$ cat src/rtl/en_strobe_gen_pkg.sv
// Shared types and defaults for the en_strobe_gen clock-enable strobe generator.
// Build option EN_STROBE_GEN_IMMEDIATE_EN (see en_strobe_prescaler) moves the first strobe to phase 0.
package en_strobe_gen_pkg;

  localparam int DIV_WIDTH_DEF   = 8;
  localparam int BURST_WIDTH_DEF = 4;

  localparam logic [1:0] IDLE_ENC = 2'b00;
  localparam logic [1:0] RUN_ENC  = 2'b01;
  localparam logic [1:0] DONE_ENC = 2'b10;

  typedef enum logic [1:0] {
    IDLE = IDLE_ENC,
    RUN  = RUN_ENC,
    DONE = DONE_ENC
  } state_e;

endpackage

$ cat src/rtl/en_strobe_prescaler.sv
// Loadable down-counter producing a registered terminal-count tick every (div_i+1) cycles.
// With EN_STROBE_GEN_IMMEDIATE_EN defined the tick also fires in the cycle right after load.
module en_strobe_prescaler #(
  parameter int DivWidth = 8
) (
  input  logic                clk_i,
  input  logic                rst_i,
  input  logic                load_i,
  input  logic                run_i,
  input  logic [DivWidth-1:0] div_i,
  output logic                tick_o
);

  localparam logic [DivWidth-1:0] DivOne = DivWidth'(1);

  logic [DivWidth-1:0] cnt_reg;

  always_ff @(posedge clk_i) begin
    if (rst_i) begin
      cnt_reg <= '0;
      tick_o  <= 1'b0;
    end else if (load_i) begin
`ifdef EN_STROBE_GEN_IMMEDIATE_EN
      // Behave as if a terminal count was just reached: strobe now, full period next.
      tick_o  <= 1'b1;
      cnt_reg <= div_i;
`else
      // Preload so the first tick lands div_i+1 cycles after the load edge.
      if (div_i == '0) begin
        tick_o  <= 1'b1;
        cnt_reg <= '0;
      end else begin
        tick_o  <= 1'b0;
        cnt_reg <= div_i - DivOne;
      end
`endif
    end else if (run_i) begin
      if (cnt_reg == '0) begin
        tick_o  <= 1'b1;
        cnt_reg <= div_i;
      end else begin
        tick_o  <= 1'b0;
        cnt_reg <= cnt_reg - DivOne;
      end
    end else begin
      tick_o <= 1'b0;
    end
  end

endmodule

$ cat src/rtl/en_strobe_gen.sv
// Programmable clock-enable strobe generator: start/busy/done handshake, burst or continuous run.
// Optional build macro EN_STROBE_GEN_IMMEDIATE_EN places the first strobe in cycle 1 after accept.
module en_strobe_gen
  import en_strobe_gen_pkg::*;
#(
  parameter int DivWidth   = DIV_WIDTH_DEF,
  parameter int BurstWidth = BURST_WIDTH_DEF
) (
  input  logic                  clk_i,
  input  logic                  rst_i,
  input  logic                  start_i,
  input  logic                  stop_i,
  input  logic [DivWidth-1:0]   div_i,
  input  logic [BurstWidth-1:0] burst_i,
  output logic                  en_o,
  output logic                  busy_o,
  output logic                  done_o
);

  localparam logic [BurstWidth-1:0] BurstOne = BurstWidth'(1);

  state_e                state_reg;
  logic [DivWidth-1:0]   div_reg;
  logic [BurstWidth-1:0] burst_reg;
  logic [BurstWidth-1:0] strobe_cnt_reg;
  logic                  tick;
  logic                  accept;
  logic                  last_strobe;
  logic                  finish;
  logic                  pre_run;
  logic [DivWidth-1:0]   div_sel;

  assign accept      = (state_reg == IDLE) && start_i && !stop_i;
  assign last_strobe = en_o && (burst_reg != '0) && ((strobe_cnt_reg + BurstOne) == burst_reg);
  assign finish      = (state_reg == RUN) && (stop_i || last_strobe);
  // Holding the prescaler on the finishing edge suppresses any strobe due in DONE.
  assign pre_run     = (state_reg == RUN) && !finish;
  assign div_sel     = accept ? div_i : div_reg;

  en_strobe_prescaler #(
    .DivWidth(DivWidth)
  ) u_prescaler (
    .clk_i  (clk_i),
    .rst_i  (rst_i),
    .load_i (accept),
    .run_i  (pre_run),
    .div_i  (div_sel),
    .tick_o (tick)
  );

  assign en_o = tick;

  always_ff @(posedge clk_i) begin
    if (rst_i) begin
      state_reg      <= IDLE;
      div_reg        <= '0;
      burst_reg      <= '0;
      strobe_cnt_reg <= '0;
      busy_o         <= 1'b0;
      done_o         <= 1'b0;
    end else begin
      case (state_reg)
        IDLE: begin
          done_o <= 1'b0;
          if (accept) begin
            state_reg      <= RUN;
            div_reg        <= div_i;
            burst_reg      <= burst_i;
            strobe_cnt_reg <= '0;
            busy_o         <= 1'b1;
          end
        end
        RUN: begin
          if (en_o && (burst_reg != '0)) begin
            strobe_cnt_reg <= strobe_cnt_reg + BurstOne;
          end
          if (finish) begin
            state_reg <= DONE;
            done_o    <= 1'b1;
          end
        end
        DONE: begin
          state_reg <= IDLE;
          busy_o    <= 1'b0;
          done_o    <= 1'b0;
        end
        default: begin
          state_reg <= IDLE;
          busy_o    <= 1'b0;
          done_o    <= 1'b0;
        end
      endcase
    end
  end

endmodule

$ cat config.mk
export PLATFORM = sky130hd
export DESIGN_NAME = en_strobe_gen
export DESIGN_NICKNAME = d
export VERILOG_FILES = /design/src/rtl/en_strobe_gen_pkg.sv /design/src/rtl/en_strobe_prescaler.sv /design/src/rtl/en_strobe_gen.sv
export SDC_FILE = /design/constraint.sdc
export NUM_CORES = 1
export LEC_CHECK = 0
export ABC_CLOCK_PERIOD_IN_PS = 5850
export CAP_MARGIN = 20
export CORE_MARGIN = 8
export CORE_UTILIZATION = 55
export CTS_CLUSTER_SIZE = 28
export DETAILED_ROUTE_END_ITERATION = 7
export GPL_TIMING_DRIVEN = 0
export PLACE_DENSITY = 0.79
export SYNTH_ARGS = -nofsm -noshare
export SYNTH_HDL_FRONTEND = slang
export SYNTH_HIERARCHICAL = 1
export SYNTH_SLANG_ARGS = --single-unit
$ cat constraint.sdc
create_clock -name clk_i -period 5.85 [get_ports clk_i]
set_clock_uncertainty 0.1 [all_clocks]
set_input_delay 0.8775 -clock clk_i [delete_from_list [all_inputs] [get_ports clk_i]]
set_output_delay 0.8775 -clock clk_i [all_outputs]
set_load 0.02 [all_outputs]
==> run_results.csv <==
group,metric,value,unit
outcome,outcome,"finished, final reports clean",
floorplan,chipWidth,72.6,microns
routing,via_per_inst,6.05,
logic_synthesis,seq_area_frac_synth,33.0,%
logic_synthesis,syn_nets,229,
sta,setup_viol,0,
power,internal_power,0.341,mW
worst_setup_path,max_stage_delay,500,ps
sta,relSlewSlack,36.3,%
place,placed_area,2000,sq um
cts,cts_resized,0,
power,p_clk_share,28.4,%
floorplan,ios,19,
cts,cts_tree,"built",
global_route,grt_max_degree,16,
power,comb_power_share,28.4,%
place,place_congestion,0.905,
logic_synthesis,syn_inst,209,
logic_synthesis,post_synth.cell_area_avg,8.42,sq um
floorplan,start_util,57.7,%
routing,totalWireLength,4340,microns
power,power_density,246,nW/um^2
power,switchingPower,0.167,mW
final_layout,area_delta_synth_final,17.3,%
worst_setup_path,critPathLaunchType,"input pin",
place,dp_cells,271,
worst_setup_path,crit_type,"input pin to flop",
logic_synthesis,synth_edf_count,0,
cts,root_buffer,"clkbuf_4",
floorplan,fp.dieH,72.6,microns
logic_synthesis,ys_ff_latch,29,
cts,cts.clk_slew.worst_paths,100,ps
logic_synthesis,synth_flop_cell,"dfxtp_1",
routing,drcViolationCount,0,
cts,worstSkewPairLatency,340,ps
worst_setup_path,cp-end-kind,"flop",
final_layout,finalNonFillerCells,279,
worst_setup_path,crit_top_cell,"nand2_1",
cts,clk_path_buf_depth,2,
sta,period_share,63.9,%
floorplan,core-area,3050,sq um
power,power,0.508,mW
worst_setup_path,cp.arrival,3890,ps
worst_setup_path,slowest_stage,"nor3b_1",
final_layout,design_area,2070,sq um
final_layout,nets,254,
power,vdd_drop_max,0.000203,V
logic_synthesis,synth_top_cell_by_area,"dfxtp_1",
sta,fin_hold_ws,383,ps
routing,wl_per_cell,15.5,microns
global_route,grt_pass1_vias,1546,
worst_setup_path,crit_fanout,10,
place,hpwl,3130,microns
logic_synthesis,netlist_area,1760,sq um
power,p_sw_share,32.9,%
routing,antenna_left,0,
sta,final_hold_viol_count,0,
global_route,grt_pass1_wl,7050,microns
logic_synthesis,ys_top_cells_by_area,"dfxtp_1, nand2_1, nor3_1, a21oi_2, xnor2_1",
worst_setup_path,cp.required,6000,ps
logic_synthesis,async_flop_share,0,%
final_layout,diodes,0,
routing,drt_first_pass_iters,5,
floorplan,num_rows,20,
power,leakagePower,0.783,nW
sta,fin_ws,2110,ps
sta,fmax,0.267,GHz
sta,post-route-min-period,3740,ps
sta,rsz0062_at_grt,"false",
routing,vias,1687,
floorplan,dieArea,5270,sq um
worst_setup_path,cp_num_buf_inv,4,
place,dp_slack,1800,ps
final_layout,final_util,67.7,%
cts,post-cts-setup-buffers,0,
worst_setup_path,cp_top_family,"simple AND/OR/NAND/NOR gates",
cts,numCtsBuffers,5,
final_layout,fill_cells,266,
worst_hold_path,min_path_type,"flop to flop",
final_layout,drive_gt1_share,15.3,%
global_route,track_usage,17.0,%
sta,fin_setup_tns,0,ps
global_route,antenna_found_initial,0,
logic_synthesis,synth_cell_types,58,
global_route,gr-total-overflow,0,
power,seq_power_share,43.2,%
logic_synthesis,yosysTopAreaCellShare,33.0,%
job,max-cap-violations,0,
place,io_buffers,18,
cts,cts_hold_buffers,0,
routing,drtIter0Drc,213,
sta,worst_pin_slew,942,ps
worst_setup_path,path_cells,"clkdlybuf4s50_1 > or4b_1 > buf_4 > buf_2 > nand2_1 > nand2_1 > inv_1 > ha_1 > nor3b_1 > nand2_1 > mux2i_1 > a221oi_1",
cts,clkSinkCount,29,
sta,report.final.slew_viol_count,0,
logic_synthesis,ys_warn_count,6,
cts,ctsHtreeMaxLevel,2,
[worst min-delay path, stage by stage, from the launching register on]
cell and delay, ps:
dfxtp_1 310, nand2_1 70, a21oi_1 60
[area by class of cell]
| type | count | area [sq um] | area share (%) |
|---|---|---|---|
| Multi-Input combinational cell | 160 | 1060 | 51.1 |
| Sequential cell | 29 | 581 | 28.1 |
| Timing Repair Buffer | 18 | 180 | 8.72 |
| Buffer | 10 | 81.3 | 3.94 |
| Clock buffer | 7 | 65.1 | 3.15 |
| Tap cell | 44 | 55.1 | 2.67 |
| Inverter | 10 | 42.5 | 2.06 |
| Clock inverter | 1 | 5.00 | 0.242 |
[worst paths after layout]
path | startpoint | to | slack, ps | cells after the start
setup / recovery | stop_i | u_prescaler/cnt_reg[6] | 2110 | 12
hold / removal | div_reg[5] | div_reg[5] | 380 | 2
setup reg to reg | state_reg[1] | u_prescaler/cnt_reg[6] | 2800 | 11
hold reg to reg | div_reg[5] | div_reg[5] | 380 | 2
[logic make-up (layout without fill, tap and decap cells)]
group           after synthesis  in the layout  synth area share, %
compound gates               52             52                 23.2
mux                           5              5                 3.06
fa+ha+maj                     4              4                 2.84
simple gates                 88             88                 25.4
buf+inv                      20             46                 7.04
xor+xnor                     11             11                 5.47
flops                        29             29                 33.0
[placed cells by master (no fill, tap or decap), types with 4 or more instances in the layout]
master / count
a21oi_2: 9
inv_1: 9
o21ai_0: 4
a211oi_1: 4
clkbuf_4: 6
a21oi_1: 7
nand2_2: 5
nor2_1: 10
ha_1: 4
nor3_1: 16
nand2_1: 33
o211ai_1: 5
clkdlybuf4s50_1: 18
dfxtp_1: 29
xor2_1: 4
xnor2_1: 7
[synthesized netlist by cell type, types with 3 or more instances]
cell	number
a211oi_1	4
a21oi_1	7
a21oi_2	9
a31oi_1	3
dfxtp_1	29
ha_1	4
inv_1	9
nand2_1	33
nand2_2	5
nand3_1	3
nor2_1	10
nor3_1	16
nor4_1	3
o211ai_1	5
o21ai_0	4
xnor2_1	7
xor2_1	4
[power groups by stage]
stage | registers [mW] | logic, mW | clock network (mW)
3_3_place_gp | 0.223 | 0.134 | 0
6_report | 0.219 | 0.144 | 0.144
5_1_grt | 0.221 | 0.156 | 0.155
4_1_cts | 0.219 | 0.140 | 0.145
2_1_floorplan | 0.222 | 0.102 | 0
3_5_place_dp | 0.223 | 0.139 | 0
[metal layers]
layer	global-route usage, %	share of wire [%]	up-vias	wire, microns
li1	-	-	807	-
met1	21.4	46	782	2000
met2	25.5	43	81	1880
met3	4.26	8.0	17	346
met4	9.78	2.5	0	107
met5	0	0	-	0
No activity file was read; power rests on OpenSTA's default activity.
